===== src/rtl/fetch_decode_queue_pkg.sv =====
// Shared types and constants for the fetch-to-decode instruction buffer.
// Entries carry the fetched PC, PC+4, instruction word and a misalignment flag.
package fetch_decode_queue_pkg;

  localparam int FQ_XLEN = 32;
  localparam logic [FQ_XLEN-1:0] RV_NOP = 32'h0000_0013;  // addi x0, x0, 0

  typedef struct packed {
    logic [FQ_XLEN-1:0] pc;
    logic [FQ_XLEN-1:0] pc4;
    logic [FQ_XLEN-1:0] instr;
    logic               misalign;
  } fetch_entry_t;

  function automatic logic pc_misaligned(input logic [FQ_XLEN-1:0] pc);
    return |pc[1:0];
  endfunction

endpackage


===== src/rtl/fetch_decode_queue_ctrl.sv =====
// Pointer/occupancy control for the fetch queue: push/pop/flush arbitration.
// Handshake: a beat transfers on a side only in the cycle its valid and ready are both high.
module fetch_queue_ctrl #(
  parameter int DEPTH = 2,
  localparam int PW = $clog2(DEPTH),
  localparam int CW = $clog2(DEPTH) + 1
) (
  input  logic          clk,
  input  logic          reset,
  input  logic          i_flush,
  input  logic          i_push_req,
  input  logic          i_pop_req,
  output logic          o_push,
  output logic          o_pop,
  output logic          o_in_ready,
  output logic          o_out_valid,
  output logic [PW-1:0] o_rd_ptr,
  output logic [PW-1:0] o_wr_ptr,
  output logic [CW-1:0] o_count
);

  logic [PW-1:0] r_rd_ptr;
  logic [PW-1:0] r_wr_ptr;
  logic [CW-1:0] r_count;

  assign o_in_ready  = (r_count != CW'(DEPTH));
  assign o_out_valid = (r_count != '0) & ~i_flush;
  assign o_push      = i_push_req & o_in_ready & ~i_flush;
  assign o_pop       = o_out_valid & i_pop_req;

  // Power-of-two depth lets the pointers wrap naturally.
  always_ff @(posedge clk or posedge reset) begin
    if (reset) begin
      r_rd_ptr <= '0;
      r_wr_ptr <= '0;
      r_count  <= '0;
    end else if (i_flush) begin
      r_rd_ptr <= '0;
      r_wr_ptr <= '0;
      r_count  <= '0;
    end else begin
      if (o_push) r_wr_ptr <= r_wr_ptr + PW'(1);
      if (o_pop)  r_rd_ptr <= r_rd_ptr + PW'(1);
      case ({o_push, o_pop})
        2'b10:   r_count <= r_count + CW'(1);
        2'b01:   r_count <= r_count - CW'(1);
        default: r_count <= r_count;
      endcase
    end
  end

  assign o_rd_ptr = r_rd_ptr;
  assign o_wr_ptr = r_wr_ptr;
  assign o_count  = r_count;

endmodule


===== src/rtl/fetch_decode_queue.sv =====
// Instruction buffer between fetch and decode with first-word fall-through,
// flush on redirect, and a canonical NOP presented whenever the head is not valid.
module fetch_decode_queue
  import fetch_decode_queue_pkg::*;
#(
  parameter int DEPTH = 2,
  parameter int XLEN  = FQ_XLEN,  // entry layout is fixed at FQ_XLEN
  localparam int CW = $clog2(DEPTH) + 1
) (
  input  logic            clk,
  input  logic            reset,
  input  logic            flush,
  input  logic            in_valid,
  output logic            in_ready,
  input  logic [XLEN-1:0] in_pc,
  input  logic [XLEN-1:0] in_pc4,
  input  logic [XLEN-1:0] in_instr,
  output logic            out_valid,
  input  logic            out_ready,
  output logic [XLEN-1:0] out_pc,
  output logic [XLEN-1:0] out_pc4,
  output logic [XLEN-1:0] out_instr,
  output logic            out_misalign,
  output logic [CW-1:0]   count
);

  localparam int PW = $clog2(DEPTH);

  fetch_entry_t  r_mem [DEPTH];
  fetch_entry_t  w_head;
  fetch_entry_t  w_new;
  logic          w_push;
  logic          w_pop;
  logic [PW-1:0] w_rd_ptr;
  logic [PW-1:0] w_wr_ptr;

  fetch_queue_ctrl #(.DEPTH(DEPTH)) u_ctrl (
    .clk         (clk),
    .reset       (reset),
    .i_flush     (flush),
    .i_push_req  (in_valid),
    .i_pop_req   (out_ready),
    .o_push      (w_push),
    .o_pop       (w_pop),
    .o_in_ready  (in_ready),
    .o_out_valid (out_valid),
    .o_rd_ptr    (w_rd_ptr),
    .o_wr_ptr    (w_wr_ptr),
    .o_count     (count)
  );

  assign w_new = '{pc: in_pc, pc4: in_pc4, instr: in_instr, misalign: pc_misaligned(in_pc)};

  // Entries are cleared on reset so the idle head reads as PC 0 / PC+4 0.
  always_ff @(posedge clk or posedge reset) begin
    if (reset) begin
      for (int i = 0; i < DEPTH; i++) r_mem[i] <= '0;
    end else if (w_push) begin
      r_mem[w_wr_ptr] <= w_new;
    end
  end

  assign w_head       = r_mem[w_rd_ptr];
  assign out_pc       = w_head.pc;
  assign out_pc4      = w_head.pc4;
  assign out_instr    = out_valid ? w_head.instr : RV_NOP;
  assign out_misalign = out_valid & w_head.misalign;

endmodule


===== config.mk =====
export PLATFORM = sky130hd
export DESIGN_NAME = fetch_decode_queue
export DESIGN_NICKNAME = d
export VERILOG_FILES = /design/src/rtl/fetch_decode_queue_pkg.sv /design/src/rtl/fetch_decode_queue_ctrl.sv /design/src/rtl/fetch_decode_queue.sv
export SDC_FILE = /design/constraint.sdc
export NUM_CORES = 1
export LEC_CHECK = 0
export CORE_MARGIN = 2
export CORE_UTILIZATION = 25
export DETAILED_ROUTE_END_ITERATION = 10
export DONT_BUFFER_PORTS = 1
export GPL_TIMING_DRIVEN = 0
export SLEW_MARGIN = 20
export SYNTH_ARGS = -nofsm -noshare
export SYNTH_HDL_FRONTEND = slang
export SYNTH_HIERARCHICAL = 1
export SYNTH_SLANG_ARGS = --single-unit
export TNS_END_PERCENT = 20

===== constraint.sdc =====
create_clock -name clk -period 8.05 [get_ports clk]
set_clock_uncertainty 0.2 [all_clocks]
set_input_delay 1.61 -clock clk [delete_from_list [all_inputs] [get_ports clk]]
set_output_delay 1.61 -clock clk [all_outputs]
set_load 0.02 [all_outputs]

# Word level (Yosys, flattened, before mapping)

Index checks and enable logic that the tools add are counted.

Register bits after elaboration: 198
Input port bits: 101
Output and inout bits: 101
Logic and storage cells: 48

$add $sub $neg: 4
Order comparisons: 3
Eq/ne operators: 3
Muxes and demuxes: 13
Bitwise gates (word level): 8
Reductions and logical operators: 6

Operators with widths:

| operator            | number |
|---|---|
| $mux 97             | 4 |
| $bwmux 194          | 1 |
| $demux 97 s1        | 1 |
| $mux 32             | 1 |
| $reduce_bool 2->1   | 3 |
| $and 1x1->1         | 5 |
| $ge 2x2->1 const B  | 2 |
| $mux 1              | 4 |
| $not 1->2           | 2 |
| $pmux 2 s2          | 1 |
| $reduce_bool 3->1   | 1 |
| $add 1x1->1 const B | 2 |
| $add 2x1->2 const B | 1 |
| $eq 2x1->1 const B  | 1 |
| $eq 2x2->1 const B  | 1 |
| $lt 2x1->1 const B  | 1 |
| $mux 2              | 1 |
| $ne 2x2->1 const B  | 1 |
| $reduce_or 2->1     | 1 |
| $sub 2x1->2 const B | 1 |
| $logic_and 1x1->1   | 1 |
| $not 1->1           | 1 |

# Depth between registers and ports, before layout

Depth in word-level cells: 6
Mapped depth: 7
Gate-level depth less buffers: 4

# Hierarchy

The synthesis kept the hierarchy.

Modules (own cells, without submodules):

| module             | instances | cells each | area each (µm²) | seq. area each (µm²) |
|---|---|---|---|---|
| fetch_decode_queue | 1         | 559        | 8677.1          | 4854.7 |
| fetch_queue_ctrl   | 1         | 27         | 237.7           | 100.1 |

# Worst setup path after synthesis

Ideal clock, no wire load.

Path type: input -> output
Start: in flush
End: out out_instr[20]
Arrival time: 2705 ps
Required time: 6240 ps
Path slack: 3535 ps
Cell stages on the path: 3
Buffers on the path: 1
Cells stage by stage: nor2_1 > clkbuf_1 > nor2b_1

Longest elaborated chain between the ends: 3

RTL lines:

| item            | line                          | RTL |
|---|---|---|
| start, declared | fetch_decode_queue.sv:12      | `input logic flush,` |
| $not 1->1       | fetch_decode_queue_ctrl.sv:27 | `assign o_out_valid = (r_count != '0) & ~i_flush;` |
| $and 1x1->1     | fetch_decode_queue_ctrl.sv:27 |  |
| $mux 32         | fetch_decode_queue.sv:66      | `assign out_instr = out_valid ? w_head.instr : RV_NOP;` |
| end, declared   | fetch_decode_queue.sv:22      | `output logic [XLEN-1:0] out_instr,` |

No other way between the ends.

# Final worst setup path

Start: in flush
End: out out_instr[24]

The elaborated chain is that of the path after synthesis.

==> impl_metrics.csv <==
group,metric,value,unit
cts,ctsResizeCount,0,
drt,wl_per_cell,19.2,microns
sta,slew_headroom,54.2,%
power_and_ir_drop,power.leakage,4.17,nW
cts,cts_hold_buf,0,
floorplan,rows,69,
global_routing,grt_use_met3,5.71,%
cts,cts_root_buf,"clkbuf_16",
sta,fin_ws,3.11,ns
global_routing,grt_max_degree,88,
sta,fmax,202,MHz
placement,place_congestion,0.714,
setup_path,crit_path_end_kind,"output port",
cts,htreeDepth,4,
run_status,run_status,"finished, final reports clean",
sta,slew_violations,0,
synth,synth_fp_nets,686,
cells_and_area,instances_no_fill,1080,
setup_path,crit_path_max_fanout,10,
sta,finalSetupViolations,0,
global_routing,use_met2,17.5,%
cells_and_area,register_area,4950,sq um
setup_path,regToRegSetupSlack,5.56,ns
drt,ant_nets,0,
cts,cts_setup_buffers,0,
floorplan,start_util,25.2,%
placement,dp_slack,3.03,ns
synth,netlist_instances,585,
setup_path,worstSetupPathType,"input pin to output port",
cells_and_area,diodes,0,
synth,synth_area,8910,sq um
floorplan,die_height,193,microns
setup_path,r2r_cells,7,
drt,drcViolationCount,0,
floorplan,die_x,193,microns
cells_and_area,final_layout_size_suffix_gt1_share,52.8,%
floorplan,ios,202,
sta,rsz0062_at_grt,"no",
global_routing,grt.total_usage,11.4,%
cts,cts_tree,"built",
sta,layout_min_cycle_time,4.94,ns
global_routing,grt_pass1_wl,31.0,mm
cells_and_area,multi_input_area,3680,sq um
cells_and_area,synthToLayoutAreaGrowth,13.7,%
sta,tns,0,ns
setup_path,worstSetupEndpoint,"out_instr[24]",
cts,clk_latency,0.43,ns
power_and_ir_drop,p_per_area,283,nW/um^2
global_routing,use_met1,14.0,%
cts,cts_sinks,198,
global_routing,antenna_found_initial,1,
global_routing,grt_pass1_vias,5015,
cells_and_area,final_nets,707,
global_routing,grt.overflow.total,0,
sta,hold_viol,0,
setup_path,critPathRequiredTime,6.24,ns
drt,vias,4671,
setup_path,r2r_start,"u_ctrl/o_count[1]",
drt,totalWireLength,20.8,mm
cells_and_area,fill_cells,3559,
power_and_ir_drop,vdd_drop_max,144,uV
setup_path,worstPathArrival,3.13,ns
synth,synth_area_per_cell,15.2,sq um
drt,drt_pre_antenna_iters,4,
placement,dp_hpwl,14.4,mm
floorplan,core_area,35300,sq um
cts,clockBufferDepth,2,
setup_path,rr_endpoint,"r_mem[124]",
drt,drtIter0Drc,144,
worst_hold_path,min_path_type,"flip-flop to flip-flop",
floorplan,die_area,37200,sq um
placement,place_inst,1048,
global_routing,grt-busiest-layer,"met2",
cts,clkTransAtPathRegs,0.07,ns
setup_path,critPathLaunchType,"input pin",
cts,numCtsBuffers,17,
setup_path,worstSetupStartpoint,"flush",
sta,min_period_over_period,61.4,%
drt,routed_via_density,4.33,
sta,worst_pin_slew,0.687,ns
flow_run,drv_cap,0,
placement,port_buffers,0,
synth,yosys_warnings,6,
## how the worst min path moves through the flow
stage                            to  cells past startpoint  slack [ns]  startpoint
after floorplan           r_mem[64]                      1        0.27   r_mem[64]
after global placement    r_mem[81]                      1        0.28   r_mem[81]
after detailed placement  r_mem[77]                      1        0.29   r_mem[77]
after CTS                 r_mem[49]                      1        0.31   r_mem[49]
after global routing      r_mem[90]                      1        0.32   r_mem[90]
final                     r_mem[62]                      1        0.30   r_mem[62]
## worst max-delay path, stage by stage
cell and delay [ns]:
nor2_2 0.52, clkbuf_1 0.50, nor2b_1 0.49
## metal layers
layer / part of all wire [%] / routed length, microns
met1: 44 / 9060
met5: 0.082 / 17
met3: 10 / 2140
met4: 1.0 / 215
met2: 45 / 9340
## stage by stage
step                total power [mW]  hold WS (ns)  util, %  area (sq um)
floorplan                       1.90         0.274        -          8910
global placement                2.01         0.281     26.9          9490
detailed placement              2.03         0.287     27.0          9550
CTS                             2.93         0.305     28.7         10100
global route                    3.04         0.317     28.7         10100
finish                          2.87         0.303     28.7         10100
## registers in the layout, summed over array words and instances (netlist names)
| register | count |
|---|---|
| u_ctrl/o_count | 2 |
| u_ctrl/o_rd_ptr | 1 |
| r_mem | 194 |
| u_ctrl/o_wr_ptr | 1 |
## layout make-up
cell class / count / share of cell area (%)
sequential: 198 / 48.9
tap: 461 / 5.70
clock buffer: 21 / 4.55
multi-input combinational: 347 / 36.3
timing repair buffer: 2 / 0.544
inverter: 5 / 0.259
buffer: 35 / 2.56
clock inverter: 11 / 1.15
## where the power goes
part           total [mW]  switching (mW)  internal (mW)
clock               0.865           0.414          0.451
sequential           1.35           0.114           1.24
combinational       0.649           0.325          0.324
total                2.87           0.853           2.01
## layout by cell type (no fill, tap or decap), types with 3 or more instances in the layout
master / instances
mux2_2: 227
mux2i_1: 35
inv_8: 3
clkbuf_1: 5
dfrtp_1: 198
buf_8: 3
buf_2: 15
nor2b_1: 31
nand2_1: 4
clkbuf_16: 17
a21oi_1: 4
buf_6: 6
buf_4: 8
clkinvlp_4: 5
mux2_4: 29
nor2_1: 3
No activity file was read; power rests on OpenSTA's default activity.
